**src/rtl/clk_sel_pkg.sv**
```systemverilog
// Shared types and defaults for the clock-select controller.
// Optional switch counter is enabled with `define CLK_SEL_SWITCH_CNT_EN.
package clk_sel_pkg;

  // Controller phases: idle and accepting, waiting for the mux handover,
  // and holding off new requests after a completed switch.
  typedef enum logic [1:0] {
    IDLE   = 2'd0,
    SETTLE = 2'd1,
    DWELL  = 2'd2
  } clk_sel_state_e;

  localparam int DEF_SETTLE_CYC = 8;
  localparam int DEF_DWELL_CYC  = 16;
  localparam int DEF_CNT_W      = 8;

  // Width of the shared settle/dwell down-counter: must hold the larger of
  // the two phase lengths.
  function automatic int timer_width(input int settle_cyc, input int dwell_cyc);
    int m;
    m = (settle_cyc > dwell_cyc) ? settle_cyc : dwell_cyc;
    return (m < 1) ? 1 : $clog2(m + 1);
  endfunction

endpackage

```
**src/rtl/clk_sel_timer.sv**
```systemverilog
// Loadable down-counter shared by the SETTLE and DWELL phases.
// A load takes priority over a decrement; the count stops at zero.
module clk_sel_timer #(
  parameter int W = 4
) (
  input  logic         clk,
  input  logic         rst_n,
  input  logic         load_i,
  input  logic [W-1:0] load_val_i,
  input  logic         dec_i,
  output logic         zero_o
);

  logic [W-1:0] cnt_q, cnt_d;

  // Next count: load, otherwise decrement towards zero when enabled.
  always_comb begin
    cnt_d = cnt_q;
    if (load_i) begin
      cnt_d = load_val_i;
    end else if (dec_i && (cnt_q != '0)) begin
      cnt_d = cnt_q - W'(1);
    end
  end

  // Count register.
  always_ff @(posedge clk or negedge rst_n) begin
    if (!rst_n) begin
      cnt_q <= '0;
    end else begin
      cnt_q <= cnt_d;
    end
  end

  assign zero_o = (cnt_q == '0);

endmodule

```
**src/rtl/clk_sel_ctrl.sv**
```systemverilog
// Upstream controller for the glitch-free clock mux: accepts switch requests,
// drives the mux select, waits out the handover, pulses done, then enforces a
// dwell time before the next switch.
// Handshake: a request is taken on a rising edge where req_valid_i and
// req_ready_o are both high; req_sel_i is sampled only on that edge, and a
// request presented while req_ready_o is low is neither taken nor queued.
// Optional: `define CLK_SEL_SWITCH_CNT_EN adds a saturating switch counter
// output (switch_cnt_o) counting completed real switches.
module clk_sel_ctrl
  import clk_sel_pkg::*;
#(
`ifdef CLK_SEL_SWITCH_CNT_EN
  parameter int CNT_W      = DEF_CNT_W,
`endif
  parameter int SETTLE_CYC = DEF_SETTLE_CYC,
  parameter int DWELL_CYC  = DEF_DWELL_CYC
) (
  input  logic           clk,
  input  logic           rst_n,
  input  logic           req_valid_i,
  input  logic           req_sel_i,
  output logic           req_ready_o,
  output logic           select_o,
  output logic           cur_sel_o,
  output logic           busy_o,
  output logic           done_o,
`ifdef CLK_SEL_SWITCH_CNT_EN
  output logic [CNT_W-1:0] switch_cnt_o,
`endif
  output clk_sel_state_e dbg_state_o
);

  localparam int TMR_W = timer_width(SETTLE_CYC, DWELL_CYC);
  localparam logic [TMR_W-1:0] SETTLE_LOAD = TMR_W'(SETTLE_CYC - 1);
  localparam logic [TMR_W-1:0] DWELL_LOAD  = TMR_W'((DWELL_CYC > 0) ? DWELL_CYC - 1 : 0);
  localparam bit HAS_DWELL = (DWELL_CYC > 0);

  clk_sel_state_e   state_q;
  logic             select_q;
  logic             cur_sel_q;
  logic             req_ready_q;
  logic             done_q;

  logic             accept;
  logic             start_switch;
  logic             settle_end;
  logic             tmr_load;
  logic [TMR_W-1:0] tmr_load_val;
  logic             tmr_dec;
  logic             tmr_zero;

  assign accept       = req_valid_i & req_ready_q;
  assign start_switch = (state_q == IDLE) & accept & (req_sel_i != cur_sel_q);
  assign settle_end   = (state_q == SETTLE) & tmr_zero;
  assign tmr_dec      = (state_q != IDLE);

  // Timer loads: settle length on a new switch, dwell length when settle ends.
  always_comb begin
    tmr_load     = 1'b0;
    tmr_load_val = SETTLE_LOAD;
    if (start_switch) begin
      tmr_load     = 1'b1;
      tmr_load_val = SETTLE_LOAD;
    end else if (settle_end && HAS_DWELL) begin
      tmr_load     = 1'b1;
      tmr_load_val = DWELL_LOAD;
    end
  end

  clk_sel_timer #(
    .W (TMR_W)
  ) u_timer (
    .clk        (clk),
    .rst_n      (rst_n),
    .load_i     (tmr_load),
    .load_val_i (tmr_load_val),
    .dec_i      (tmr_dec),
    .zero_o     (tmr_zero)
  );

  // Control FSM with registered select, confirmation, ready and done.
  always_ff @(posedge clk or negedge rst_n) begin
    if (!rst_n) begin
      state_q     <= IDLE;
      select_q    <= 1'b0;
      cur_sel_q   <= 1'b0;
      req_ready_q <= 1'b1;
      done_q      <= 1'b0;
    end else begin
      done_q <= 1'b0;
      unique case (state_q)
        IDLE: begin
          if (accept) begin
            if (req_sel_i != cur_sel_q) begin
              select_q    <= req_sel_i;
              req_ready_q <= 1'b0;
              state_q     <= SETTLE;
            end else begin
              // Already on the requested source: complete without a switch.
              done_q <= 1'b1;
            end
          end
        end
        SETTLE: begin
          if (tmr_zero) begin
            done_q    <= 1'b1;
            cur_sel_q <= select_q;
            if (HAS_DWELL) begin
              state_q <= DWELL;
            end else begin
              state_q     <= IDLE;
              req_ready_q <= 1'b1;
            end
          end
        end
        DWELL: begin
          if (tmr_zero) begin
            state_q     <= IDLE;
            req_ready_q <= 1'b1;
          end
        end
        default: begin
          state_q     <= IDLE;
          req_ready_q <= 1'b1;
        end
      endcase
    end
  end

`ifdef CLK_SEL_SWITCH_CNT_EN
  logic [CNT_W-1:0] switch_cnt_q;

  // Saturating count of completed real switches (same-source requests excluded).
  always_ff @(posedge clk or negedge rst_n) begin
    if (!rst_n) begin
      switch_cnt_q <= '0;
    end else if (settle_end && (switch_cnt_q != '1)) begin
      switch_cnt_q <= switch_cnt_q + CNT_W'(1);
    end
  end

  assign switch_cnt_o = switch_cnt_q;
`endif

  assign req_ready_o = req_ready_q;
  assign select_o    = select_q;
  assign cur_sel_o   = cur_sel_q;
  assign done_o      = done_q;
  assign busy_o      = (state_q != IDLE);
  assign dbg_state_o = state_q;

endmodule

```
**config.mk**
```make
export PLATFORM = sky130hd
export DESIGN_NAME = clk_sel_ctrl
export DESIGN_NICKNAME = d
export VERILOG_FILES = /design/src/rtl/clk_sel_pkg.sv /design/src/rtl/clk_sel_timer.sv /design/src/rtl/clk_sel_ctrl.sv
export SDC_FILE = /design/constraint.sdc
export NUM_CORES = 1
export LEC_CHECK = 0
export CELL_PAD_IN_SITES_DETAIL_PLACEMENT = 1
export CELL_PAD_IN_SITES_GLOBAL_PLACEMENT = 1
export CORE_MARGIN = 2
export CORE_UTILIZATION = 30
export CTS_CLUSTER_DIAMETER = 80
export DETAILED_ROUTE_END_ITERATION = 10
export PLACE_DENSITY = 0.68
export SYNTH_ARGS = -nofsm -noshare
export SYNTH_HDL_FRONTEND = slang
export SYNTH_SLANG_ARGS = --single-unit
```
**constraint.sdc**
```tcl
create_clock -name clk -period 1.9 [get_ports clk]
set_clock_uncertainty 0.2 [all_clocks]
set_input_delay 0.475 -clock clk [delete_from_list [all_inputs] [get_ports clk]]
set_output_delay 0.475 -clock clk [all_outputs]
set_load 0.02 [all_outputs]
```
==> flow_summary.yaml <==
finish:
  utilization_pct: 43.9
  n_antenna_cell: 0
  nNetsFinal: 89
  design_area_sq_um: 845
  layout-drive-gt1-share_pct: 27.7
  nFillCells: 244
  area_growth_pct: 41.2
floorplan:
  die_h_um: 48.7
  rows: 16
  start_util_pct: 31.1
  die_area_sq_um: 2370
  boundaryPins: 11
  core_area_sq_um: 1920
  die_width_um: 48.7
power:
  cellLeakagePower_nw: 0.392
  p_switching_w: 0.000469
  internal_power_w: 0.000702
  power_frac_comb_pct: 54.1
  power_density_nw_per_um2: 1390
  pwr-share-seq_pct: 31.6
  switching_share_pct: 40.1
  power_frac_clock_pct: 14.4
  vdd_ir_drop_max_uv: 606
  p_total_w: 0.00117
setup_path:
  path_buf_inv: 2
  reg2reg_from: "u_timer.cnt_q[0]"
  end_kind: "output pin"
  critical_path.top_delay_family: "buffers and inverters"
  r2r-end: "u_timer.cnt_q[0]"
  cp.arrival_ns: 1.16
  path_class: "flop to output pin"
  startpoint_type: "flop"
  cp_slowest_cell: "dfrtp_1"
  rr_worst_depth: 5
  critPathMaxFanout: 10
  worstPathRequired_ns: 1.22
  path_cells: "buf_4 > dlygate4sd2_1"
  slowest_delay_ns: 0.39
  rrSetupSlack_ns: 0.10
global_route:
  grt_max_degree: 12
  grt_pass1_vias: 638
  grt_usage_pct: 16.1
  grt_pass1_wl_mm: 2.86
  gr-total-overflow: 0
  antenna_found_initial: 0
job:
  maxCapViolCount: 0
clocking:
  cts_tree: "built"
  cts.sinks: 11
  root_buffer: "clkbuf_4"
  clkLatencyLatePin_ns: 0.27
  cts.clk_slew.worst_paths_ns: 0.08
  cts_max_level: 1
  cts_made_buffers: 3
  cts_max_path_buffers: 2
  postCtsSetupRepairBufs: 0
yosys:
  yosysUniqueCellTypes: 32
  synth_seq_cells: 11
  yosys_warnings: 0
  synth.area.top_cells: "dfrtp_1 42%, nand2_1 5.0%, dfstp_2 4.4%, nand2b_1 4.2%, o21ai_1 2.5%"
  synth_edf_count: 0
  synth_top_area_share_pct: 41.8
  synth_common_cells: "10 x dfrtp_1, 8 x nand2_1, 4 x nand2b_1, 3 x inv_1, 3 x o21ai_1"
  synth_area_per_cell_sq_um: 9.97
  synth_seq_area_share_pct: 46.2
  mappedNetlistArea_sq_um: 598
  synth-async-reset-ratio_pct: 100
  syn_nets: 65
  synth_most_common_cell: "dfrtp_1"
  synthCells: 60
  ys.flop_type: "dfrtp_1"
  synth_top_area_cell: "dfrtp_1"
worst_hold_path:
  hold_class: "flop to flop"
  holdPathStages: 1
  min_to: "select_o"
  hold_path.startpoint: "cur_sel_o"
route:
  drtIter0Drc: 5
  drt_first_pass_iters: 2
  post-route-drc-count: 0
  drtAntennaViolNets: 0
  vias: 553
  wirelength_mm: 1.59
  routedWlPerCell_um: 14.5
  routed_via_density: 5.03
sta:
  post-route-period-util_pct: 96.6
  max_slew_margin_pct: 64.2
  maxSlewViolCount: 0
  setup_viol: 0
  fin_ws_ns: 0.0638
  fmax_mhz: 545
  min_period_ns: 1.84
  hold_slack_ns: 0.327
  worstMarginPinSlew_ns: 0.536
  hold_viol_final: 0
placed_design:
  place_ws_ns: 0.0186
  placed_cell_area_sq_um: 810
  gp_congestion: 0.751
  dp_hpwl_mm: 1.17
  io_buffers: 10
outcome:
  outcome: "finished, final reports clean"
cell usage in the layout, fill, tap and decap left out, drive strengths merged:
cell,synthesis,routed
nand3b,2,2
nand4,1,1
or3,2,2
nor2b,1,1
dfstp,1,1
a211oi,1,1
dfrtp,10,10
o31ai,1,1
a41oi,1,1
or4b,1,1
clkdlybuf4s15,0,1
nand2b,4,4
mux2,1,1
o22ai,1,1
o21ai,4,4
dlymetal6s2s,0,1
a21oi,2,2
clkinv,0,1
o211a,1,1
inv,3,3
o311a,1,1
nand2,8,8
buf,1,12
nor4b,2,2
a21o,1,1
clkdlybuf4s50,0,3
o2111a,1,1
nor2,1,1
dlygate4sd2,0,4
xor2,1,1
o21a,2,2
o2111ai,1,1
ha,1,1
clkbuf,2,4
nor3,1,1
power by group through the flow:
| stage | Combinational (W) | Sequential, W | Clock (W) |
|---|---|---|---|
| floorplan | 0.000291 | 0.000424 | 0 |
| global placement | 0.000647 | 0.000364 | 0 |
| detailed placement | 0.000662 | 0.000365 | 0 |
| CTS | 0.000633 | 0.000364 | 0.000180 |
| global route | 0.000707 | 0.000381 | 0.000192 |
| finish | 0.000633 | 0.000370 | 0.000168 |
logic make-up (layout without fill, tap and decap cells):
group | Yosys count | count (layout) | synth area share (%)
fa+ha+maj | 1 | 1 | 2.09
flops | 11 | 11 | 46.2
compound gates | 17 | 17 | 21.3
simple gates | 23 | 23 | 23.0
mux | 1 | 1 | 1.88
xor+xnor | 1 | 1 | 1.46
buf+inv | 6 | 29 | 3.97
registers in the layout (all words and copies together) (netlist names):
signal         flops
done_o             1
cur_sel_o          1
select_o           1
req_ready_o        1
dbg_state_o        2
u_timer.cnt_q      5
layer usage:
metal,part of all wire (%),vias up,wire [um],GRT usage [%]
met2,48,13,758,26.3
met3,4.5,2,71,7.10
met5,0,-,0,0
met1,47,271,747,18.6
met4,0.82,0,13,6.19
li1,-,267,-,-
final cells by class:
cell class | count | area [sq um] | share of cell area [%]
sequential | 11 | 277 | 32.7
tap | 27 | 33.8 | 4.00
inverter | 3 | 11.3 | 1.33
multi-input combinational | 43 | 313 | 37.0
timing repair buffer | 22 | 183 | 21.6
clock buffer | 3 | 22.5 | 2.67
clock inverter | 1 | 5.00 | 0.593
stage by stage:
| stage | TNS, ns | instances |
|---|---|---|
| floorplan | 0 | 60 |
| global placement | 0 | 106 |
| detailed placement | 0 | 106 |
| CTS | 0 | 110 |
| global route | -0.00652 | 110 |
| finish | 0 | 110 |
worst reg2reg max path, delay by kind of cell, from the launching register on:
| kind | cells | cell delay, ns |
|---|---|---|
| compound gates | 2 | 0.31 |
| fa+ha+maj | 1 | 0.17 |
| buf+inv | 1 | 0.09 |
| flops | 1 | 0.40 |
| simple gates | 1 | 0.52 |
worst max path at each step:
stage                     slack, ns              from          endpoint  cells after the start
after floorplan                0.06  u_timer.cnt_q[0]  u_timer.cnt_q[0]                      6
after global placement         0.03         req_sel_i  u_timer.cnt_q[4]                      5
after detailed placement       0.02         req_sel_i  u_timer.cnt_q[4]                      5
after CTS                    0.0003    dbg_state_o[1]            busy_o                      3
after global routing         -0.007    dbg_state_o[1]    dbg_state_o[1]                      2
final                          0.06    dbg_state_o[0]    dbg_state_o[0]                      2
repair_timing:
item / 4_1_cts / 5_1_grt
cloned: 0 / 0
setup endpoints to repair: 6 / 8
pin swaps: 0 / 0
hold buffers: 0 / 0
gates resized for setup: 6 / 7
Note: power is estimated with default switching activity, not from simulation.
